File: src/rtl/ling_add_arbiter.sv
// ling_add_arbiter: round-robin arbiter that feeds N_REQ requesters into one
// shared 32-bit Ling adder through a two-stage (A -> adder -> B) pipeline
// with valid/ready flow control on both sides.
//
// ling_adder32: combinational 32-bit sparse-4 Ling adder. Group Ling
// pseudo-carries are combined by a 3-level Kogge-Stone tree over eight 4-bit
// groups; each group then resolves its own bit carries from the group carry-in.

module ling_adder32 (
  input  logic [31:0] a,
  input  logic [31:0] b,
  output logic [31:0] sum
);

  logic [31:0] g;
  logic [31:0] t;
  logic [31:0] p;

  assign g = a & b;
  assign t = a | b;
  assign p = a ^ b;

  // Group pseudo-generate (Ling H) and transmit terms. The transmit term of
  // group gi reaches one bit down (t[4gi-1]) because the real carry is t & H.
  logic [7:0] grp_h;
  logic [7:0] grp_p;

  generate
    for (genvar gi = 0; gi < 8; gi++) begin : g_grp
      assign grp_h[gi] = g[4*gi+3] | g[4*gi+2]
                       | (t[4*gi+2] & g[4*gi+1])
                       | (t[4*gi+2] & t[4*gi+1] & g[4*gi]);
      if (gi == 0) begin : g_first
        assign grp_p[gi] = t[2] & t[1] & t[0];
      end else begin : g_rest
        assign grp_p[gi] = t[4*gi+2] & t[4*gi+1] & t[4*gi] & t[4*gi-1];
      end
    end
  endgenerate

  // Kogge-Stone prefix over the eight groups: distances 1, 2 and 4.
  logic [7:0] h1, p1, h2, p2, h3;

  generate
    for (genvar gi = 0; gi < 8; gi++) begin : g_lvl1
      if (gi >= 1) begin : g_op
        assign h1[gi] = grp_h[gi] | (grp_p[gi] & grp_h[gi-1]);
        assign p1[gi] = grp_p[gi] & grp_p[gi-1];
      end else begin : g_pass
        assign h1[gi] = grp_h[gi];
        assign p1[gi] = grp_p[gi];
      end
    end
    for (genvar gi = 0; gi < 8; gi++) begin : g_lvl2
      if (gi >= 2) begin : g_op
        assign h2[gi] = h1[gi] | (p1[gi] & h1[gi-2]);
        assign p2[gi] = p1[gi] & p1[gi-2];
      end else begin : g_pass
        assign h2[gi] = h1[gi];
        assign p2[gi] = p1[gi];
      end
    end
    for (genvar gi = 0; gi < 8; gi++) begin : g_lvl3
      if (gi >= 4) begin : g_op
        assign h3[gi] = h2[gi] | (p2[gi] & h2[gi-4]);
      end else begin : g_pass
        assign h3[gi] = h2[gi];
      end
    end
  endgenerate

  // Per-group sum: carry-in is t[4gi-1] & H(prefix of lower groups); inner
  // carries use the local Ling form c_k = t[k-1] & h_k.
  generate
    for (genvar gi = 0; gi < 8; gi++) begin : g_sum
      logic cin;
      logic hl1, hl2, hl3;
      logic c1, c2, c3;
      if (gi == 0) begin : g_cin0
        assign cin = 1'b0;
      end else begin : g_cinn
        assign cin = t[4*gi-1] & h3[gi-1];
      end
      assign hl1 = g[4*gi] | cin;
      assign hl2 = g[4*gi+1] | g[4*gi] | (t[4*gi] & cin);
      assign hl3 = g[4*gi+2] | g[4*gi+1] | (t[4*gi+1] & g[4*gi])
                 | (t[4*gi+1] & t[4*gi] & cin);
      assign c1 = t[4*gi]   & hl1;
      assign c2 = t[4*gi+1] & hl2;
      assign c3 = t[4*gi+2] & hl3;
      assign sum[4*gi]   = p[4*gi]   ^ cin;
      assign sum[4*gi+1] = p[4*gi+1] ^ c1;
      assign sum[4*gi+2] = p[4*gi+2] ^ c2;
      assign sum[4*gi+3] = p[4*gi+3] ^ c3;
    end
  endgenerate

endmodule

module ling_add_arbiter #(
  parameter int N_REQ = 4,
  parameter int IDW   = 2
) (
  input  logic                 clk,
  input  logic                 rst,
  input  logic [N_REQ-1:0]     req_valid,
  output logic [N_REQ-1:0]     req_ready,
  input  logic [32*N_REQ-1:0]  req_a,
  input  logic [32*N_REQ-1:0]  req_b,
  output logic                 rsp_valid,
  input  logic                 rsp_ready,
  output logic [31:0]          rsp_sum,
  output logic [IDW-1:0]       rsp_id,
  output logic [31:0]          op_count
);

  typedef enum logic [1:0] {ST_IDLE, ST_RUN, ST_STALL} st_t;

  localparam logic [IDW:0]   NREQ_W  = (IDW+1)'(N_REQ);
  localparam logic [IDW-1:0] LAST_ID = IDW'(N_REQ - 1);

  st_t             st;
  logic            va_q, va_d, vb_q, vb_d;
  logic [31:0]     a_q, a_d, b_q, b_d;
  logic [IDW-1:0]  ida_q, ida_d, idb_q, idb_d;
  logic [31:0]     sum_q, sum_d;
  logic [IDW-1:0]  ptr_q, ptr_d;
  logic [31:0]     op_cnt_q, op_cnt_d;
  logic [31:0]     add_sum;
  logic            stall_a, stall_b;
  logic            found;
  logic            accept;
  logic [IDW-1:0]  gnt_id;
  logic [N_REQ-1:0] gnt_oh;
  logic [31:0]     op_a [N_REQ];
  logic [31:0]     op_b [N_REQ];

  // Unpack the flat operand buses into per-requester words.
  generate
    for (genvar gi = 0; gi < N_REQ; gi++) begin : g_unpack
      assign op_a[gi] = req_a[32*gi +: 32];
      assign op_b[gi] = req_b[32*gi +: 32];
    end
  endgenerate

  // The single shared adder sits between stage A and stage B.
  ling_adder32 u_adder (
    .a   (a_q),
    .b   (b_q),
    .sum (add_sum)
  );

  // State decode: sequencing state follows pipeline occupancy and rsp_ready.
  always_comb begin
    if (!va_q && !vb_q) begin
      st = ST_IDLE;
    end else if (vb_q && !rsp_ready) begin
      st = ST_STALL;
    end else begin
      st = ST_RUN;
    end
  end

  assign stall_b = (st == ST_STALL);
  assign stall_a = va_q && stall_b;

  // Round-robin search: first valid requester at ptr, ptr+1, ... mod N_REQ.
  always_comb begin
    logic [IDW:0] srch;
    srch   = '0;
    found  = 1'b0;
    gnt_id = '0;
    // Walk from the far end so the nearest hit to ptr is the one kept.
    for (int k = N_REQ - 1; k >= 0; k--) begin
      srch = {1'b0, ptr_q} + (IDW+1)'(k);
      if (srch >= NREQ_W) begin
        srch = srch - NREQ_W;
      end
      if (req_valid[srch[IDW-1:0]]) begin
        found  = 1'b1;
        gnt_id = srch[IDW-1:0];
      end
    end
  end

  // Output decode: one-hot ready on the grantee, silenced by stall or reset.
  always_comb begin
    gnt_oh = '0;
    if (found && !stall_a && !rst) begin
      gnt_oh[gnt_id] = 1'b1;
    end
  end

  assign req_ready = gnt_oh;
  assign accept    = |(req_valid & req_ready);

  // Next-state for both pipeline stages, pointer and operation counter.
  always_comb begin
    va_d     = va_q;
    a_d      = a_q;
    b_d      = b_q;
    ida_d    = ida_q;
    ptr_d    = ptr_q;
    op_cnt_d = op_cnt_q;
    vb_d     = vb_q;
    sum_d    = sum_q;
    idb_d    = idb_q;
    if (!stall_a) begin
      va_d = accept;
      if (accept) begin
        a_d      = op_a[gnt_id];
        b_d      = op_b[gnt_id];
        ida_d    = gnt_id;
        ptr_d    = (gnt_id == LAST_ID) ? '0 : gnt_id + 1'b1;
        op_cnt_d = op_cnt_q + 32'd1;
      end
    end
    if (!stall_b) begin
      vb_d  = va_q;
      sum_d = add_sum;
      idb_d = ida_q;
    end
  end

  // Pipeline, pointer and counter registers; reset clears everything at once.
  always_ff @(posedge clk or posedge rst) begin
    if (rst) begin
      va_q     <= 1'b0;
      a_q      <= '0;
      b_q      <= '0;
      ida_q    <= '0;
      vb_q     <= 1'b0;
      sum_q    <= '0;
      idb_q    <= '0;
      ptr_q    <= '0;
      op_cnt_q <= '0;
    end else begin
      va_q     <= va_d;
      a_q      <= a_d;
      b_q      <= b_d;
      ida_q    <= ida_d;
      vb_q     <= vb_d;
      sum_q    <= sum_d;
      idb_q    <= idb_d;
      ptr_q    <= ptr_d;
      op_cnt_q <= op_cnt_d;
    end
  end

  assign rsp_valid = vb_q;
  assign rsp_sum   = sum_q;
  assign rsp_id    = idb_q;
  assign op_count  = op_cnt_q;

endmodule

File: config.mk
export PLATFORM = sky130hd
export DESIGN_NAME = ling_add_arbiter
export DESIGN_NICKNAME = d
export VERILOG_FILES = /design/src/rtl/ling_add_arbiter.sv
export SDC_FILE = /design/constraint.sdc
export NUM_CORES = 1
export LEC_CHECK = 0
export ABC_AREA = 1
export BUFFER_PORTS_ARGS = -buffer_cell sky130_fd_sc_hd__buf_2
export CAP_MARGIN = 20
export CORE_ASPECT_RATIO = 0.75
export CORE_MARGIN = 4
export CORE_UTILIZATION = 37
export CTS_BUF_LIST = sky130_fd_sc_hd__clkbuf_8 sky130_fd_sc_hd__clkbuf_16
export CTS_CLUSTER_SIZE = 16
export DETAILED_ROUTE_END_ITERATION = 10
export GPL_ROUTABILITY_DRIVEN = 0
export SYNTH_ARGS = -nofsm -noshare
export SYNTH_HDL_FRONTEND = slang
export SYNTH_HIERARCHICAL = 1
export SYNTH_SLANG_ARGS = --single-unit
export TNS_END_PERCENT = 1
File: constraint.sdc
create_clock -name clk -period 5 [get_ports clk]
set_input_delay 0 -clock clk [delete_from_list [all_inputs] [get_ports clk]]
set_output_delay 0 -clock clk [all_outputs]
set_load 0.01 [all_outputs]
Yosys cells after proc, flatten, opt, wreduce, memory -nomap -nowiden
Index checks and enable logic that the tools add are counted.
{"block": "word_totals", "ff_bits": 136, "in_bits": 263, "output_inout_bits": 71, "wordCells": 308}
{"block": "op_classes", "addsub": 9, "order_cmp": 11, "n_eq_ne": 2, "mux": 32, "bitwise": 232, "reduce_logical": 13}
{"op": "$bmux 32 s2", "n": 2}
{"op": "$mux 32", "n": 4}
{"op": "$and 1x1->1", "n": 115}
{"op": "$or 1x1->1", "n": 80}
{"op": "$add 32x1->32 const B", "n": 1}
{"op": "$xor 32x32->32", "n": 1}
{"op": "$and 31x31->31", "n": 1}
{"op": "$or 31x31->31", "n": 1}
{"op": "$xor 1x1->1", "n": 31}
{"op": "$mux 2", "n": 11}
{"op": "$lt 2x3->1 const B", "n": 5}
{"op": "$ge 3x3->1 const B", "n": 4}
{"op": "$mux 1", "n": 9}
{"op": "$bmux 1 s2", "n": 4}
{"op": "$sub 2x1->2 const B", "n": 4}
{"op": "$add 2x2->3 const B", "n": 2}
{"op": "$logic_and 1x1->1", "n": 6}
{"op": "$logic_not 1->1", "n": 5}
{"op": "$and 4x4->4", "n": 1}
{"op": "$eq 2x2->1 const B", "n": 2}
{"op": "$mux 4", "n": 1}
{"op": "$reduce_or 4->1", "n": 1}
{"op": "$add 2x1->3 const B", "n": 1}
{"op": "$ge 2x3->1 const B", "n": 1}
{"op": "other kinds (6)", "n": 6}

Logic depth before layout (Yosys ltp)
{"block": "logic_depth", "word_depth": 17, "mapped_depth": 19, "depth_no_buf": 15}

By module
The synthesis kept the hierarchy.
{"module": "ling_add_arbiter", "n_inst": 1, "cells_per_inst": 1460, "area_each_um2": 9340.2, "seq_area_each_um2": 3403.3}
{"module": "ling_adder32", "n_inst": 1, "cells_per_inst": 339, "area_each_um2": 2189.6, "seq_area_each_um2": 0.0}

Worst setup path before layout
OpenSTA, ideal clock, no wires.
{"block": "synth_timing", "path_kind": "register to register", "from": "reg ptr_q[0]", "to": "reg va_q", "setup_time_ns": 0.137, "arrival_ns": 2.273, "slack_ns": 2.590, "path_stages_with_launch": 18, "path_buffers": 4, "synth_period_minus_slack_ns": 2.410, "path_cell_list": "dfrtp_1 buf_2 inv_2 nand2_1 nand2_1 nand3_1 nand3_1 nand3_1 nand2_2 buf_4 buf_4 inv_1 ha_1 nand3_1 nand3_4 inv_2 buf_2 o21ai_0"}
{"block": "synth_via", "elab_chain_len": 16, "elab_cells_between_ends": 41}
{"element": "start, declared", "line_no": "127", "rtl": "logic [IDW-1:0] ptr_q, ptr_d;"}
{"element": "start signal, assigned", "line_no": "245", "rtl": "ptr_q <= ptr_d;"}
{"element": "$add 2x2->3", "line_no": "175", "rtl": "srch = {1'b0, ptr_q} + (IDW+1)'(k);"}
{"element": "$ge 3x3->1 or $sub 2x1->2 (tied branches)", "line_no": "176, 177"}
{"element": "$mux 2", "line_no": "176", "rtl": "if (srch >= NREQ_W) begin"}
{"element": "$bmux 1 s2", "line_no": "179", "rtl": "if (req_valid[srch[IDW-1:0]]) begin"}
{"element": "$mux 1 (implied by the code)", "line_no": "179"}
{"element": "$mux 2 (4 in series)", "line_no": "179"}
{"element": "$lt 2x3->1 (implied by the code) or $ge 2x1->1 (tied branches)", "line_no": "190", "rtl": "gnt_oh[gnt_id] = 1'b1;"}
{"element": "$logic_and 1x1->1 (implied by the code)", "line_no": "190"}
{"element": "$mux 1 (implied by the code)", "line_no": "190"}
{"element": "$demux 1 s2", "line_no": "190"}
{"element": "$mux 4 *", "line_no": "189", "rtl": "if (found && !stall_a && !rst) begin"}
{"element": "$and 4x4->4 *", "line_no": "195", "rtl": "assign accept = |(req_valid & req_ready);"}
{"element": "$reduce_or 4->1 *", "line_no": "195"}
{"element": "end signal, assigned", "line_no": "238", "rtl": "va_q <= va_d;"}
{"element": "end, declared", "line_no": "123", "rtl": "logic va_q, va_d, vb_q, vb_d;"}
Every way passes the cells marked *; elsewhere a longest branch is shown, timed or not. The select of a mux whose other input is x is not followed.
A chain may end at the register's enable or synchronous reset.

Worst setup path after layout
{"block": "layout_timing", "from": "reg ptr_q[0]", "to": "reg b_q[18]"}
{"block": "layout_via", "elab_chain_len": 17, "elab_cells_between_ends": 46}
{"element": "$add 2x2->3", "line_no": "175"}
{"element": "$ge 3x3->1 or $sub 2x1->2 (tied branches)", "line_no": "176, 177"}
{"element": "$mux 2", "line_no": "176"}
{"element": "$bmux 1 s2", "line_no": "179"}
{"element": "$mux 1 (implied by the code)", "line_no": "179"}
{"element": "$mux 2 (4 in series)", "line_no": "179"}
{"element": "$lt 2x3->1 (implied by the code) or $ge 2x1->1 (tied branches)", "line_no": "190"}
{"element": "$logic_and 1x1->1 (implied by the code)", "line_no": "190"}
{"element": "$mux 1 (implied by the code)", "line_no": "190"}
{"element": "$demux 1 s2", "line_no": "190"}
{"element": "$mux 4", "line_no": "189"}
{"element": "$and 4x4->4", "line_no": "195"}
{"element": "$reduce_or 4->1", "line_no": "195"}
{"element": "$reduce_and 2->1 (no line)"}
{"element": "end signal, assigned", "line_no": "230", "rtl": "b_q <= '0;"}
{"element": "end signal, assigned", "line_no": "240", "rtl": "b_q <= b_d;"}
{"element": "end, declared", "line_no": "124", "rtl": "logic [31:0] a_q, a_d, b_q, b_d;"}
Parallel ways exist; a longest one is shown, timed or not. The select of a mux whose other input is x is not followed.

==> metrics.yaml <==
global_routing:
  grt_pass1_vias: 11800
  grtUsageTotal_pct: 21.7
  met2_usage_pct: 35.2
  grt_max_degree: 91
  antenna_found_initial: 3
  use_met3_pct: 3.20
  busiest_layer: "met2"
  grt-ovfl-total: 0
  globalRouteMet1Util_pct: 30.2
  grt_pass1_wl_um: 60300
logic_synthesis:
  syn-cell-area_mm2: 0.0115
  synth_top_family_by_area: "simple AND/OR/NAND/NOR gates"
  yosys.cell_count.top_type: "nand2_1"
  synth_ff_type: "dfrtp_1"
  synth_commonest_cells: "593 x nand2_1, 391 x inv_1, 290 x nand3_1, 136 x dfrtp_1, 64 x ha_1"
  synth_area_leaders: "dfrtp_1 30%, nand2_1 19%, inv_1 13%"
  ys_seq_area_share_pct: 29.5
  synth-async-reset-ratio_pct: 100
  synth_seq_cells: 136
  synthSimpleGateAreaFrac_pct: 37.3
  synth_adder_area_share_pct: 8.33
  synth_xor_xnor_area_share_pct: 2.96
  synthCells: 1799
  synth_cell_types: 38
  syn_area_per_cell_um2: 6.41
  synth.area.mux_share_pct: 3.22
  yosysWarningCount: 6
  synth_top_area_cell: "dfrtp_1"
  synth-edff-count: 0
  yosysTopAreaCellShare_pct: 29.5
  synth_compound_area_share_pct: 2.05
  syn_nets: 2134
clock_network:
  cts_tree: "built"
  cts_buffers: 17
  clock_path_buffers: 2
  cts.sinks: 136
  path_clk_slew_ns: 0.06
  htreeDepth: 4
  root_buffer: "clkbuf_16"
  cts_resized: 0
  clk_latency_ns: 0.42
sta:
  timing.hold.ws_ns: 0.0110
  final-max-slew-violation-count: 0
  finalCritPeriodShare_pct: 91.8
  skew_ns: 0.00892
  hold_viol: 0
  relSlewSlack_pct: 37.6
  fmax_ghz: 0.218
  layout_min_cycle_time_ns: 4.59
  setup_viol: 0
  rsz0062_at_grt: "no"
  setup_tns_ns: 0
  tightest_slew_ns: 0.936
  layout_setup_ws_ns: 0.412
run_status:
  status: "finished, final reports clean"
route:
  drt_first_iter_violations: 825
  vias_per_cell: 4.72
  vias: 12200
  drc: 0
  drtPass1Iterations: 5
  wl_per_cell_um: 14.6
  wirelength_um: 37700
  ant_nets: 0
place:
  portBuffers: 333
  dp_hpwl_um: 27300
  preCtsSetupSlack_ns: 1.30
  dp.cells: 2458
  dpl-instance-area_mm2: 0.0134
die:
  ios: 334
  placement_rows: 55
  die_width_um: 212
  fp.dieH_um: 161
  die-area_mm2: 0.0341
  coreArea_mm2: 0.0304
  start_util_pct: 37.9
worst_setup_path:
  crit_top_cell: "nand2_1"
  worstPathArrival_ns: 4.90
  start_kind: "register"
  cp.required_ns: 5.31
  cp_cell_sequence: "inv_2, nand2_1, nand3_1, nand2_1, inv_1, nand3_4, nand2_4, buf_4, nand2_1, nand3_1, dlygate4sd3_1, nand2_1, dlygate4sd3_1, nand2_1, nand2_1"
  crit_path_top_delay_cell: "buf_4"
  slowest_delay_ns: 0.80
  crit_type: "register to register"
  cp-end-kind: "register"
  cp_num_buf_inv: 5
  cp_max_fo: 86
  path_delay_family: "buffers and inverters"
pwr:
  ir_worst_vdd_mv: 0.563
  p_per_area_mw_per_mm2: 703
  p_total_mw: 10.5
  p_leak_nw: 9.08
cells_and_area:
  synthToLayoutAreaGrowth_pct: 29.8
  postLayoutCellArea_mm2: 0.0150
  layout-drive-gt1-share_pct: 20.2
  fin_nets: 2511
  instances_no_fill: 2591
  fill_cells: 3116
  finish.utilization_pct: 49.2
job:
  maxCapViolations: 0
min_path:
  hold_path_class: "primary input to register"
## logic make-up after synthesis
| group | Yosys count |
|---|---|
| mux | 33 |
| compound gates | 42 |
| buf+inv | 478 |
| xor+xnor | 39 |
| fa+ha+maj | 72 |
| flops | 136 |
| simple gates | 999 |
## flip-flops by register name, summed over array words and instances, names as in the netlist
name       flops
rsp_sum       32
va_q           1
a_q           32
b_q           32
rsp_id         2
rsp_valid      1
ptr_q          2
ida_q          2
op_count      32
## metal layers
metal / share of wire (%) / wire length (um)
met5: 0 / 0
met1: 47 / 17600
met4: 1.6 / 616
met3: 6.0 / 2280
met2: 46 / 17200
## worst register-to-register path: stages, from the launching register on
cell,delay (ns)
dfrtp_1,0.49
inv_2,0.15
nand2_1,0.11
nand3_1,0.17
nand2_1,0.07
inv_1,0.11
nand3_4,0.41
nand2_4,0.60
buf_4,0.80
nand2_1,0.17
nand3_1,0.12
dlygate4sd3_1,0.56
nand2_1,0.05
dlygate4sd3_1,0.56
nand2_1,0.06
nand2_1,0.05
## power by group
part	total, mW	switching, mW	internal (mW)	leakage, nW
combinational	7.24	4.37	2.87	7.09
clock	1.28	0.519	0.757	0.284
sequential	2.00	0.391	1.61	1.71
## path summary, 6_finish.rpt
check	from	slack, ns	cells past startpoint	endpoint
max	ptr_q[0]	0.41	15	b_q[18]
min	req_b[35]	0.01	7	b_q[3]
max reg2reg	ptr_q[0]	0.41	15	b_q[18]
min reg2reg	va_q	0.48	2	rsp_valid
max in group asynchronous	rst	3.51	4	op_count[29]
min in group asynchronous	rst	0.31	3	rsp_valid
## layout make-up
| cell class | count | area, um^2 | area share, % |
|---|---|---|---|
| Clock buffer | 19 | 453 | 3.03 |
| Antenna cell | 3 | 7.51 | 0.0502 |
| Multi-Input combinational cell | 1185 | 6250 | 41.7 |
| Inverter | 397 | 1500 | 9.99 |
| Timing Repair Buffer | 439 | 2730 | 18.2 |
| Tap cell | 399 | 499 | 3.34 |
| Sequential cell | 136 | 3400 | 22.7 |
| Clock inverter | 13 | 130 | 0.870 |
## repair_timing
item,in CTS,in global routing
setup endpoints to repair,0,0
hold buffers,97,0
hold endpoints to repair,141,0
setup buffers,0,0
## placed cells by master, fill, tap and decap left out, drive strengths merged
master,n
and2,1
diode,3
buf,342
a21o,1
nor2,66
o21a,1
mux2,33
dfrtp,136
clkinv,4
a211oi,3
xnor2,7
or2,1
a31oi,1
ha,64
nand3,297
clkinvlp,4
o22ai,1
nor3,12
a21oi,10
clkbuf,19
and3,2
dlygate4sd3,97
o21ai,25
nand4,9
bufinv,2
nand2,599
inv,400
nor4,2
nand3b,10
fa,8
xor2,32
Power figures use the tool's default switching activity.
